**src/rtl/pc_fetch_unit_pkg.sv**
```systemverilog
// pc_fetch_unit_pkg
// Shared types and constants for the instruction-fetch front end.
//   fetch_state_t  : front-end control states (BOOT, RUN, FLUSH, HALT)
//   fetch_entry_t  : one queued fetch result, {pc, inst}
//   RESET_PC_DEFAULT, INST_NOP, PC_STEP, PC_ALIGN_MASK : common constants
// Optional feature macro used by the fetch unit: FETCH_ALIGN_CHECK_EN
package pc_fetch_unit_pkg;

    typedef enum logic [1:0] {
        FETCH_ST_BOOT  = 2'd0,
        FETCH_ST_RUN   = 2'd1,
        FETCH_ST_FLUSH = 2'd2,
        FETCH_ST_HALT  = 2'd3
    } fetch_state_t;

    typedef struct packed {
        logic [31:0] pc;
        logic [31:0] inst;
    } fetch_entry_t;

    localparam logic [31:0] RESET_PC_DEFAULT = 32'h0000_0000;
    localparam logic [31:0] INST_NOP         = 32'h0000_0013;
    localparam logic [31:0] PC_STEP          = 32'd4;
    localparam logic [31:0] PC_ALIGN_MASK    = 32'hFFFF_FFFC;

endpackage

```
**src/rtl/pc_fetch_unit_fetch_queue.sv**
```systemverilog
// fetch_queue
// Synchronous FIFO holding fetched {pc, inst} pairs between the memory
// response path and decode.
// Ports:
//   clk, rst        : clock, synchronous active-high reset
//   push, push_data : enqueue one entry
//   pop             : dequeue the head entry
//   flush           : drop every entry (takes priority over push/pop)
//   head            : current head entry (meaningful only when !empty)
//   count           : number of valid entries
//   empty, full     : occupancy flags
// DEPTH must be a power of two so the pointers wrap naturally.
module fetch_queue
    import pc_fetch_unit_pkg::*;
#(
    parameter int DEPTH = 2
) (
    input  logic                       clk,
    input  logic                       rst,
    input  logic                       push,
    input  fetch_entry_t               push_data,
    input  logic                       pop,
    input  logic                       flush,
    output fetch_entry_t               head,
    output logic [$clog2(DEPTH+1)-1:0] count,
    output logic                       empty,
    output logic                       full
);

    localparam int PTR_W = $clog2(DEPTH);
    localparam int CNT_W = $clog2(DEPTH + 1);

    fetch_entry_t     mem [DEPTH];
    logic [PTR_W-1:0] rd_ptr;
    logic [PTR_W-1:0] wr_ptr;
    logic             do_push;
    logic             do_pop;

    // A pop frees a slot in the same cycle, so a full queue may still accept
    // a push when it is also being popped.
    assign empty   = (count == '0);
    assign full    = (count == CNT_W'(DEPTH));
    assign do_pop  = pop && !empty;
    assign do_push = push && (!full || do_pop);
    assign head    = mem[rd_ptr];

    // Pointer and occupancy bookkeeping; flush simply rewinds everything.
    always_ff @(posedge clk) begin
        if (rst || flush) begin
            rd_ptr <= '0;
            wr_ptr <= '0;
            count  <= '0;
        end else begin
            if (do_push) begin
                wr_ptr <= wr_ptr + PTR_W'(1);
            end
            if (do_pop) begin
                rd_ptr <= rd_ptr + PTR_W'(1);
            end
            count <= count + CNT_W'(do_push) - CNT_W'(do_pop);
        end
    end

    // Storage has no reset: an entry is only observed after it was written.
    always_ff @(posedge clk) begin
        if (do_push) begin
            mem[wr_ptr] <= push_data;
        end
    end

endmodule

```
**src/rtl/pc_fetch_unit.sv**
```systemverilog
// pc_fetch_unit
// PC register and instruction-fetch front end. Issues in-order requests to
// instruction memory (req/gnt/rvalid), queues returned words with their PCs
// and hands them to decode over valid/ready. Redirects flush the queue and
// discard every response still in flight.
// Ports:
//   cpu_clk, cpu_rst            : clock, synchronous active-high reset
//   redirect_valid, redirect_pc : one-cycle redirect to a new fetch target
//   imem_req, imem_addr         : fetch request and address
//   imem_gnt                    : request accepted this cycle
//   imem_rvalid, imem_rdata     : in-order response
//   inst_valid, inst_ready      : decode handshake on the queue head
//   inst_out, inst_pc, inst_pc4 : head instruction, its PC and PC+4
//   fetch_adef                  : misaligned-redirect flag (only with
//                                 FETCH_ALIGN_CHECK_EN defined)
// Macro FETCH_ALIGN_CHECK_EN: when defined, a misaligned redirect halts fetch
// and raises fetch_adef; when undefined, redirect_pc[1:0] is ignored.
module pc_fetch_unit
    import pc_fetch_unit_pkg::*;
#(
    parameter logic [31:0] RESET_PC   = RESET_PC_DEFAULT,
    parameter int          FIFO_DEPTH = 2
) (
    input  logic        cpu_clk,
    input  logic        cpu_rst,
    input  logic        redirect_valid,
    input  logic [31:0] redirect_pc,
    output logic        imem_req,
    output logic [31:0] imem_addr,
    input  logic        imem_gnt,
    input  logic        imem_rvalid,
    input  logic [31:0] imem_rdata,
    output logic        inst_valid,
    input  logic        inst_ready,
    output logic [31:0] inst_out,
    output logic [31:0] inst_pc,
    output logic [31:0] inst_pc4
`ifdef FETCH_ALIGN_CHECK_EN
    ,
    output logic        fetch_adef
`endif
);

    localparam int CNT_W = $clog2(FIFO_DEPTH + 1);

    fetch_state_t     state;
    logic [31:0]      fetch_pc;
    logic [31:0]      resp_pc;
    logic [CNT_W-1:0] outstanding;
    logic [CNT_W-1:0] discard;
    logic [CNT_W-1:0] outstanding_after_resp;
    logic [CNT_W:0]   credits_used;

    logic [CNT_W-1:0] q_count;
    logic             q_empty;
    logic             q_full;
    fetch_entry_t     q_head;
    fetch_entry_t     q_push_data;
    logic             q_push;
    logic             q_pop;

    logic             req_fire;
    logic             resp_fire;
    logic             resp_keep;
    logic             head_shown;
    logic [31:0]      target_pc;
    logic             target_misaligned;

`ifdef FETCH_ALIGN_CHECK_EN
    logic             adef_q;

    assign target_pc         = redirect_pc;
    assign target_misaligned = (redirect_pc[1:0] != 2'b00);
    assign fetch_adef        = adef_q && !cpu_rst;
`else
    assign target_pc         = redirect_pc & PC_ALIGN_MASK;
    assign target_misaligned = 1'b0;
`endif

    // Every in-flight request holds a queue slot, so a response can always
    // be enqueued. The !q_full term is redundant with the credit count and
    // only guards against a future change to that arithmetic.
    assign credits_used = {1'b0, outstanding} + {1'b0, q_count};
    assign imem_req     = !cpu_rst && (state == FETCH_ST_RUN) && !redirect_valid
                          && (credits_used < (CNT_W+1)'(FIFO_DEPTH)) && !q_full;
    assign imem_addr    = fetch_pc;
    assign req_fire     = imem_req && imem_gnt;

    // A response with nothing outstanding is stale (e.g. from before a reset)
    // and is ignored. A response in a redirect cycle belongs to the old path.
    assign resp_fire              = !cpu_rst && imem_rvalid && (outstanding != '0);
    assign resp_keep              = resp_fire && (discard == '0) && !redirect_valid;
    assign outstanding_after_resp = outstanding - CNT_W'(resp_fire);

    assign q_push      = resp_keep;
    assign q_push_data = '{pc: resp_pc, inst: imem_rdata};
    assign q_pop       = inst_valid && inst_ready;

    // Head data reads as zero whenever nothing is presented, so decode never
    // sees leftover storage contents after reset.
    assign head_shown = !cpu_rst && !q_empty;
    assign inst_valid = head_shown && !redirect_valid && (state != FETCH_ST_HALT);
    assign inst_out   = head_shown ? q_head.inst : 32'h0;
    assign inst_pc    = head_shown ? q_head.pc   : 32'h0;
    assign inst_pc4   = inst_pc + PC_STEP;

    fetch_queue #(
        .DEPTH (FIFO_DEPTH)
    ) u_queue (
        .clk       (cpu_clk),
        .rst       (cpu_rst),
        .push      (q_push),
        .push_data (q_push_data),
        .pop       (q_pop),
        .flush     (redirect_valid),
        .head      (q_head),
        .count     (q_count),
        .empty     (q_empty),
        .full      (q_full)
    );

    // Front-end control. A redirect overrides everything: both PCs jump to
    // the target and every request still in flight (less one answered this
    // very cycle) is marked for discard. FLUSH idles until those responses
    // have drained so the new path never mixes with the old one.
    always_ff @(posedge cpu_clk) begin
        if (cpu_rst) begin
            state       <= FETCH_ST_BOOT;
            fetch_pc    <= RESET_PC;
            resp_pc     <= RESET_PC;
            outstanding <= '0;
            discard     <= '0;
`ifdef FETCH_ALIGN_CHECK_EN
            adef_q      <= 1'b0;
`endif
        end else if (redirect_valid) begin
            fetch_pc    <= target_pc;
            resp_pc     <= target_pc;
            outstanding <= outstanding_after_resp;
            discard     <= outstanding_after_resp;
            if (target_misaligned) begin
                state <= FETCH_ST_HALT;
            end else if (outstanding_after_resp != '0) begin
                state <= FETCH_ST_FLUSH;
            end else begin
                state <= FETCH_ST_RUN;
            end
`ifdef FETCH_ALIGN_CHECK_EN
            adef_q      <= target_misaligned;
`endif
        end else begin
            if (req_fire) begin
                fetch_pc <= fetch_pc + PC_STEP;
            end
            if (resp_keep) begin
                resp_pc <= resp_pc + PC_STEP;
            end
            outstanding <= outstanding + CNT_W'(req_fire) - CNT_W'(resp_fire);
            if (resp_fire && (discard != '0)) begin
                discard <= discard - CNT_W'(1);
            end
            case (state)
                FETCH_ST_BOOT:  state <= FETCH_ST_RUN;
                FETCH_ST_FLUSH: if (discard == '0) state <= FETCH_ST_RUN;
                default:        state <= state;
            endcase
        end
    end

endmodule
```
**config.mk**
```make
export PLATFORM = sky130hd
export DESIGN_NAME = pc_fetch_unit
export DESIGN_NICKNAME = d
export VERILOG_FILES = /design/src/rtl/pc_fetch_unit_pkg.sv /design/src/rtl/pc_fetch_unit_fetch_queue.sv /design/src/rtl/pc_fetch_unit.sv
export SDC_FILE = /design/constraint.sdc
export NUM_CORES = 1
export LEC_CHECK = 0
export ABC_AREA = 1
export CAP_MARGIN = 20
export CORE_ASPECT_RATIO = 0.9
export CORE_MARGIN = 2
export CORE_UTILIZATION = 53
export DETAILED_ROUTE_END_ITERATION = 6
export PLACE_DENSITY = 0.82
export REMOVE_ABC_BUFFERS = 1
export SLEW_MARGIN = 40
export SYNTH_ARGS = -nofsm -noshare
export SYNTH_HDL_FRONTEND = slang
export SYNTH_SLANG_ARGS = --single-unit
```
**constraint.sdc**
```tcl
create_clock -name cpu_clk -period 8.15 [get_ports cpu_clk]
set_clock_uncertainty 0.2 [all_clocks]
set_input_delay 1.63 -clock cpu_clk [delete_from_list [all_inputs] [get_ports cpu_clk]]
set_output_delay 1.63 -clock cpu_clk [all_outputs]
set_load 0.01 [all_outputs]
```
==> impl_results.md, run 1 <==
- Pre-Repair DR Iteration Count: 5
- Die extent in x: 155 µm
- Fin crit period: 6.20 ns
- Via count: 10028
- Seq/Total Area, Yosys: a little under half
- Later-pin clock latency in the skew report: 0.44 ns
- Die Area: about 22000 µm²
- CTS clk-pin slew, worst paths: 0.08 ns
- CTS Buf Count: 17
- Max layer used: met5
- Delay of the slowest critical-path stage: 0.56 ns
- Post-DR wirelength/cell: 14.3 µm
- RSZ-0062 raised after global routing: no
- Total chip power: roughly 2.1 mW
- Avg Inst Size Synth: 7.25 µm²
- Cells on worst reg2reg path: 14
- Critical path endpoint category: output port
- Root Driver: clkbuf_16
- Cell Area, Synth: about 11000 µm²
- GRT Util Overall: between 20% and 30%
- Fmax: 0.161 GHz
- R2R Path Start: u_queue.count[0]$_SDFF_PP0_
- Remaining Overflow, GRT: 0
- Number of global-route vias before repair: 9460
- Post-synthesis cell count: 1505
- WP data required: between 6 and 7 ns
- Worst EP arrival: 4.37 ns
- Final worst path period share: 76.0%
- Met2 WL: 12.8 mm
- CTS tree: done
- Synth Area in Compound Gates: 4.95%
- DR WL met3: 2.11 mm
- XOR/XNOR share of the synthesized area: between 2 and 3%
- GPL Wtd Cong: between 0.9 and 1
- Worst path most repeated cell: nor2_2
- Die height: 140 µm
- Post-Layout Inst Area: around 14000 µm²
- Worst hold start: discard[1]$_SDFFE_PP0P_
- Placed Cells: 1916
- Initial core utilization: between 50 and 60%
- Port Buffers: 191
- Slowest CP cell: clkdlybuf4s50_1
- Synth Warn #: 0
- Syn-to-layout area delta: 24.4%
- HP Class: flip-flop to flip-flop
- Worst path cell trace: buf_2 > buf_4 > inv_2 > o21ai_0 > nor2_2 > nand3_2 > nor2_2 > xor2_1 > clkdlybuf4s50_1
- Leakage: 5.93 nW
- Pre-CTS setup slack: between 1.5 and 2 ns
- #FFs+latches synth: 195
- Slew Viols, Final: 0
- Initial antenna violation count: 2
- Met1 Wirelength: between 10 and 15 mm
- Site Rows: 49
- Hold path depth: 2
- Antenna cells: 0
- Hold Path End: discard[1]$_SDFFE_PP0P_
- 1st-iter DRT viols: 714
- H-tree Lvls: 4
- # DRC: 0
- Finished Layout Cells: 1948
- Power Density: 156 nW/µm²
- Maximum vdd drop: between 0.0001 and 0.00015 V
- Final setup margin: 1.95 ns
- Setup CP Type: primary input to output port
- Status: complete, no violations
- Setup violators final: 0
- Simple-gate share of the synthesized area: 34.4%
- Final Hold Viols: 0
- Max_cap viols: 0
- Post-CTS Resized: 0
- Reg-to-reg critical path endpoint: outstanding[1]$_SDFF_PP0_
- Clock sinks: 195
- Vias per cell: 5.15
- Crit start category: primary input
- Main combinational cell family by area after synthesis: simple AND/OR/NAND/NOR gates
- IO Pins: 200
- Slew headroom: ~46%
- Mux contribution to synthesized area: 0%
- Setup bufs post-CTS: 0
- Routed Antenna Nets: 0
- Setup TNS Final: 0 ns
- Nets: 1760
- Share of layout cells above drive strength 1: 4.90%
- CP max FO: 56
- Max Root-Sink Buffers: 2
- Fraction of registers with async set/reset: 0%
- Slew @ Worst Pin: 0.814 ns
- Placeable Area: around 20000 µm²
- Adder-cell share of the synthesized area: 1.22%
- Yosys cell types: 39
- Cell Area, Placed: ~13000 µm²
- First-pass GRT wire length: 45.3 mm
- Hold_buf cts: 0
- Drt total wl: ~28 mm
- Post-synth top flop: edfxtp_1
- Setup slack, reg-to-reg: 4.94 ns
- Post-synth EDFFs: 124
- Largest net degree at the start of global routing: 63
- Dpl hpwl: 20.3 mm
==> placed cells by master, fill, tap and decap left out, drive strengths merged <==
cell / instances
nand2: 607
inv: 210
clkdlybuf4s50: 190
nor2: 169
edfxtp: 124
nand3: 114
dfxtp: 71
a21oi: 59
o21ai: 32
xor2: 26
clkbuf: 17
buf: 11
nand3b: 10
xnor2: 9
ha: 9
nand4: 6
conb: 6
a31oi: 5
or2: 3
o22ai: 3
nor3: 2
and2: 2
clkinv: 2
a211oi: 1
nor4: 1
o21a: 1
o21bai: 1
o211ai: 1
fa: 1
==> where the power goes <==
| part | internal, mW | switching, mW |
|---|---|---|
| Combinational | 0.0748 | 0.0797 |
| Clock | 0.425 | 0.434 |
| Sequential | 1.07 | 0.0320 |
==> synth_stat cells (4+ instances only) <==
| cell | instances | area share (%) |
|---|---|---|
| inv_2 | 8 | 0.28 |
| buf_6 | 4 | 0.41 |
| o21ai_0 | 30 | 1.4 |
| nand4_1 | 6 | 0.34 |
| buf_2 | 14 | 0.64 |
| inv_1 | 189 | 6.5 |
| xor2_1 | 26 | 2.1 |
| a21oi_1 | 58 | 2.7 |
| xnor2_1 | 9 | 0.72 |
| edfxtp_1 | 124 | 34 |
| ha_1 | 9 | 1.0 |
| nand2_1 | 604 | 21 |
| nor2_1 | 152 | 5.2 |
| nand3b_1 | 10 | 0.69 |
| a31oi_1 | 5 | 0.29 |
| buf_1 | 4 | 0.14 |
| nand3_1 | 110 | 5.0 |
| nor2_2 | 13 | 0.75 |
| dfxtp_1 | 71 | 13 |
| clkbuf_1 | 14 | 0.48 |
| buf_4 | 14 | 0.96 |
==> final cells by class <==
type / count / area (µm²)
fill: 1685 / 6540
sequential: 195 / 5150
multi-input combinational: 1068 / 4760
timing repair buffer: 201 / 1990
inverter: 197 / 739
clock buffer: 17 / 425
tap: 255 / 319
clock inverter: 15 / 186
==> critical path, delay by kind of cell <==
kind | cells | cell delay [ns]
buffers and inverters | 4 | 1.34
and+or+nand+nor | 3 | 0.81
AOI/OAI and AO/OA | 1 | 0.34
xor gates and xnor gates | 1 | 0.20
==> routing by layer <==
metal,up-vias,global-route usage (%)
li1,5046,-
met1,4499,34.3
met2,421,42.5
met3,60,4.98
met4,2,9.56
met5,-,0
==> per-stage QoR <==
stage	util, %	hold WS [ns]
4_1_cts	67.4	0.290
3_3_place_gp	64.3	0.269
2_1_floorplan	-	0.248
3_5_place_dp	64.4	0.278
5_1_grt	67.5	0.324
6_report	67.5	0.291
==> cell families after synthesis <==
| logic type | after synthesis |
|---|---|
| other | 1 |
| buffers and inverters | 247 |
| AOI/OAI and AO/OA | 103 |
| and+or+nand+nor | 914 |
| xor gates and xnor gates | 35 |
| adders and majority gates | 10 |
| DFF | 195 |
==> state kept, by name (all words and copies together) (netlist names), named ones only <==
| name | count |
|---|---|
| discard | 2 |
| imem_addr | 30 |
| outstanding | 2 |
| resp_pc | 30 |
| state | 2 |
| u_queue.count | 2 |
| u_queue.mem | 124 |
| u_queue.rd_ptr | 1 |
| u_queue.wr_ptr | 1 |
==> worst max-delay path by stage <==
stage / to / start / cells after the start
6_report: inst_pc4[8] / cpu_rst / 9
5_1_grt: inst_pc4[16] / cpu_rst / 11
4_1_cts: inst_pc4[8] / cpu_rst / 10
3_5_place_dp: inst_pc4[8] / cpu_rst / 10
3_3_place_gp: inst_pc4[8] / cpu_rst / 9
2_1_floorplan: u_queue.mem[0][0]$_DFFE_PP_ / redirect_valid / 3
(Power assumes the default switching activity.)
==> run 2, diff against run 1 <==
==> constraint.sdc (replaced) <==
create_clock -name cpu_clk -period 6.2 [get_ports cpu_clk]
set_clock_uncertainty 0.2 [all_clocks]
set_input_delay 1.24 -clock cpu_clk [delete_from_list [all_inputs] [get_ports cpu_clk]]
set_output_delay 1.24 -clock cpu_clk [all_outputs]
set_load 0.01 [all_outputs]
==> impl_results.md, run 2 (synthesis results as in run 1) <==
- Status: complete, no violations
- Pre-Repair DR Iteration Count: 5
- GPL Wtd Cong: roughly 0.94
- Post-CTS Resized: 0
- R2R Path Start: outstanding[1]$_SDFF_PP0_
- Port Buffers: 191
- Worst EP arrival: around 3.9 ns
- Die extent in x: 155 µm
- Crit start category: primary input
- Antenna cells: 0
- CTS Buf Count: 17
- Post-DR wirelength/cell: 14.5 µm
- Leakage: ~6 nW
- Root Driver: clkbuf_16
- Drt total wl: 28.2 mm
- Vias per cell: 5.19
- Max Root-Sink Buffers: 2
- Remaining Overflow, GRT: 0
- Slew headroom: 48.2%
- Setup CP Type: primary input to output port
- First-pass GRT wire length: 45.3 mm
- CTS tree: done
- Share of layout cells above drive strength 1: 4.96%
- Via count: 10126
- Initial antenna violation count: 0
- Largest Register: u_queue.mem
- Setup slack, reg-to-reg: 3.40 ns
- Syn-to-layout area delta: 24.6%
- Cells on worst reg2reg path: 7
- HP Class: flip-flop to flip-flop
- Placeable Area: just over 20000 µm²
- Initial core utilization: between 50% and 60%
- Slew @ Worst Pin: 0.769 ns
- Critical path endpoint category: output port
- GRT Util Overall: 26.1%
- Commonest non-fill, non-tap cells in the layout: 604 x nand2_1, 190 x clkdlybuf4s50_1, 188 x inv_1, 152 x nor2_1, 124 x edfxtp_1
- Die height: roughly 140 µm
- Later-pin clock latency in the skew report: 0.45 ns
- Hold_buf cts: 0
- Setup violators final: 0
- Hold Path End: discard[1]$_SDFFE_PP0P_
- RSZ-0062 raised after global routing: no
- Final core occ: 67.6%
- Total chip power: 2.77 mW
- WP data required: 4.76 ns
- Largest net degree at the start of global routing: 59
- Routed Antenna Nets: 0
- H-tree Lvls: 4
- Clock sinks: between 150 and 200
- Worst hold start: discard[1]$_SDFFE_PP0P_
- Largest register FFs: 124
- Die Area: 21700 µm²
- Final Hold Viols: 0
- Power Density: 204 nW/µm²
- Max_cap viols: 0
- Maximum vdd drop: around 0.00018 V
- CP max FO: 54
- Site Rows: 49
- Nets: 1762
- 1st-iter DRT viols: around 920
- Final worst path period share: 85.7%
- Reg-to-reg critical path endpoint: u_queue.mem[0][51]$_DFFE_PP_
- Dpl hpwl: 20.5 mm
- IO Pins: 200
- Number of global-route vias before repair: roughly 9000
- Commonest non-fill, non-tap cell in the layout: nand2_1
- Fin crit period: ~5.3 ns
- # DRC: 0
- Slew Viols, Final: 0
- Setup bufs post-CTS: 0
- Hold path depth: 2
- Fmax: about 0.19 GHz
- CTS clk-pin slew, worst paths: 0.08 ns
==> run 2: routing by layer <==
layer / wire length, µm / vias up / share of wire, % / track usage (%)
li1: - / 5059 / - / -
met1: 12500 / 4606 / 44 / 35.6
met2: 13100 / 411 / 47 / 43.0
met3: 1990 / 50 / 7.1 / 4.18
met4: 619 / 0 / 2.2 / 8.35
met5: 0 / - / 0 / 0
==> run 2: cell type report <==
type	instances	area (µm²)
Sequential cell	195	5150
Clock inverter	15	189
Fill cell	1639	6520
Tap cell	255	319
Multi-Input combinational cell	1068	4760
Clock buffer	17	425
Inverter	197	739
Timing Repair Buffer	203	2010
==> run 2: how the worst max path moves through the flow <==
stage | startpoint | endpoint | slack (ns) | cells after the start
CTS | cpu_rst | inst_pc4[8] | 0.88 | 10
finish | cpu_rst | inst_pc4[8] | 0.88 | 10
floorplan | redirect_valid | u_queue.mem[0][0]$_DFFE_PP_ | -1.08 | 3
detailed placement | cpu_rst | inst_pc4[8] | 0.88 | 10
global route | cpu_rst | inst_pc4[16] | 0.65 | 11
global placement | cpu_rst | inst_pc4[8] | 0.94 | 10
==> run 2: power by group <==
part / switching, mW / internal (mW) / leakage [nW]
clock network: 0.569 / 0.552 / 0.297
registers: 0.0421 / 1.41 / 1.71
logic: 0.106 / 0.0987 / 3.93
total: 0.718 / 2.06 / 5.94
==> run 2: critical path: stages <==
cell and delay [ns]:
buf_2 0.20, nor2_4 0.20, buf_4 0.45, nand2_1 0.11
inv_1 0.10, ha_1 0.28, nand3_2 0.23, nor2_2 0.29
xor2_1 0.20, clkdlybuf4s50_1 0.56
==> run 2: per-stage QoR <==
stage / cells / area (µm²) / hold slack [ns] / TNS, ns / setup WS, ns
global placement: 1916 / 13000 / 0.271 / 0 / 0.938
finish: 1950 / 13600 / 0.290 / 0 / 0.884
detailed placement: 1918 / 13000 / 0.280 / 0 / 0.884
floorplan: 1460 / 10600 / 0.248 / -66.81 / -1.08
CTS: 1950 / 13600 / 0.292 / 0 / 0.875
global route: 1950 / 13600 / 0.313 / 0 / 0.651
==> run 3, diff against run 2 <==
--- a/config.mk
+++ b/config.mk
@@ -9,11 +9,12 @@
 export CAP_MARGIN = 20
 export CORE_ASPECT_RATIO = 0.9
 export CORE_MARGIN = 2
-export CORE_UTILIZATION = 53
+export CORE_UTILIZATION = 54
 export DETAILED_ROUTE_END_ITERATION = 6
-export PLACE_DENSITY = 0.82
+export PLACE_DENSITY = 0.83
 export REMOVE_ABC_BUFFERS = 1
-export SLEW_MARGIN = 40
+export SLEW_MARGIN = 20
 export SYNTH_ARGS = -nofsm -noshare
 export SYNTH_HDL_FRONTEND = slang
+export SYNTH_HIERARCHICAL = 1
 export SYNTH_SLANG_ARGS = --single-unit
==> impl_results.md, run 3 <==
- Initial core utilization: roughly 55%
- Main combinational cell family by area after synthesis: simple AND/OR/NAND/NOR gates
- Seq/Total Area, Yosys: 47.4%
- Remaining Overflow, GRT: 0
- Cell Area, Synth: 11100 µm²
- Worst hold start: discard[1]$_SDFFE_PP0P_
- Later-pin clock latency in the skew report: 0.44 ns
- Simple-gate share of the synthesized area: 25.2%
- Die extent in x: 155 µm
- Drt total wl: 28.9 mm
- Final Hold Viols: 0
- Via count: 9487
- Final worst path period share: a little over four fifths
- R2R Path Start: u_queue/count[0]$_SDFF_PP0_
- Placed Cells: between 1500 and 2000
- # DRC: 0
- Avg Inst Size Synth: 8.56 µm²
- WP data required: 4.76 ns
- Number of global-route vias before repair: 9055
- H-tree Lvls: 4
- Fmax: 0.190 GHz
- Adder-cell share of the synthesized area: 1.08%
- GRT Util Overall: 26.5%
- Die height: 140 µm
- Site Rows: 49
- #FFs+latches synth: just under 200
- Crit start category: primary input
- Post-DR wirelength/cell: 16.5 µm
- Largest Register: u_queue/mem
- First-pass GRT wire length: 45.7 mm
- Setup TNS Final: 0 ns
- Largest net degree at the start of global routing: 57
- Placeable Area: 20100 µm²
- Port Buffers: 195
- Yosys cell types: 45
- GPL Wtd Cong: between 0.9 and 1
- Setup CP Type: primary input to output port
- Slew Viols, Final: 0
- 1st-iter DRT viols: 863
- Fin crit period: 5.26 ns
- Register area: 5270 µm²
- Max Root-Sink Buffers: 2
- Antenna cells: 0
- Pre-Repair DR Iteration Count: 6
- IO Pins: 200
- Root Driver: clkbuf_16
- Nets: 1567
- Top cells by area, synth: edfxtp_1 35%, dfxtp_1 13%, nand2_1 10%
- Commonest non-fill, non-tap cells in the layout: 306 x nand2_1, 194 x clkdlybuf4s50_1, 178 x inv_1, 171 x nor2_1, 128 x edfxtp_1
- Fill cells: between 1500 and 2000
- Syn-to-layout area delta: 24.0%
- CTS clk-pin slew, worst paths: 0.07 ns
- Synth Warn #: 6
- Fraction of registers with async set/reset: 0%
- Share of layout cells above drive strength 1: 10.9%
- Maximum vdd drop: 0.000165 V
- Area of the multi-input gates: 4880 µm²
- Cell with the most instances after synthesis: nand2_1
- Routed Antenna Nets: 0
- Critical path origin: cpu_rst
- Setup bufs post-CTS: 0
- Vias per cell: between 5 and 6
- RSZ-0062 raised after global routing: no
- Synth Area in Compound Gates: 6.29%
- Status: complete, no violations
- Post-synth top flop: edfxtp_1
- Area fraction of the dominant cell type after synthesis: 34.6%
- CP max FO: 21
- Critical path endpoint category: output port
- Hold_buf cts: 0
- Power Density: 201 nW/µm²
- Leakage: 5.42 nW
- Slew headroom: a little under two fifths
- Die Area: 21800 µm²
- Mux contribution to synthesized area: 8.51%
- Max_cap viols: 0
- CTS tree: done
- CTS Buf Count: 17
- Slew @ Worst Pin: roughly 0.92 ns
- Top cells by count, synth: 306 x nand2_1, 178 x inv_1, 173 x nor2_1
- Finished Layout Cells: 1756
- XOR/XNOR share of the synthesized area: under 10%
- HP Class: flip-flop to flip-flop
- Dpl hpwl: 20.7 mm
- Largest register FFs: 128
- Commonest non-fill, non-tap cell in the layout: nand2_1
- Setup violators final: 0
- Post-synth EDFFs: 128
- Post-CTS Resized: 0
- Worst EP arrival: 3.82 ns
- Clock sinks: 199
- Post-synthesis cell count: around 1300
- Area leader, netlist: edfxtp_1
- Initial antenna violation count: 0
run 3: cell count changes after synthesis, moves of 8 or more:
cell / delta
o21ai_0: +11
nor3_1: +10
nor2_1: +21
nand4_1: +12
inv_1: -11
buf_4: -8
mux2_4: +60
nand2_1: -298
nand3_1: -35
run 3: cells by family after synthesis:
kind of cell             count (synthesis)
XOR/XNOR                                32
adder cells (fa/ha/maj)                  9
AO/OA/AOI/OAI                          129
buffers and inverters                  224
other                                    1
AND/OR/NAND/NOR                        641
multiplexers                            64
flip-flops                             199
run 3: layout make-up:
type,count,share of cell area [%]
Timing Repair Buffer,203,14.7
Sequential cell,199,38.2
Inverter,186,5.08
Clock buffer,17,3.09
Tap cell,255,2.32
Multi-Input combinational cell,881,35.4
Clock inverter,15,1.10
run 3: worst max-delay path, cell delays in order:
cell and delay [ns]:
buf_2 0.16, inv_2 0.10, nand2_4 0.23, nor2_1 0.26, ha_1 0.29, nand4_2 0.24, nor3_2 0.38, nand3_1 0.14
xnor2_1 0.21, clkdlybuf4s50_1 0.57
run 3: through the flow:
stage / cell area, µm² / power [mW] / hold WS (ns) / worst slack (ns) / utilization [%]
2_1_floorplan: 10800 / 1.59 / 0.248 / 0.154 / -
3_3_place_gp: 13200 / 1.70 / 0.269 / 1.05 / 65.7
3_5_place_dp: 13200 / 1.71 / 0.294 / 0.951 / 65.7
4_1_cts: 13800 / 2.78 / 0.303 / 0.937 / 68.5
5_1_grt: 13800 / 2.85 / 0.340 / 0.775 / 68.5
6_report: 13800 / 2.77 / 0.301 / 0.939 / 68.5
run 3: worst paths after layout:
check / slack, ns / end / cells after the start
hold reg to reg: 0.30 / discard[1]$_SDFFE_PP0P_ / 2
setup reg to reg: 2.53 / u_queue/mem[0][19]$_DFFE_PP_ / 11
setup / recovery: 0.94 / inst_pc4[18] / 10
hold / removal: 0.30 / discard[1]$_SDFFE_PP0P_ / 2
run 3: power by group:
| group | switching, mW | internal (mW) |
|---|---|---|
| sequential | 0.0414 | 1.43 |
| clock | 0.547 | 0.539 |
| combinational | 0.109 | 0.0983 |
| total | 0.698 | 2.07 |
run 3: routing by layer:
layer  global-route usage, %  share of wire, %  vias to the layer above
li1                        -                 -                     4592
met1                    34.2                42                     4348
met3                    4.89               8.6                       56
met2                    45.2                47                      491
met4                    8.74               2.4                        0
met5                       0                 0                        -
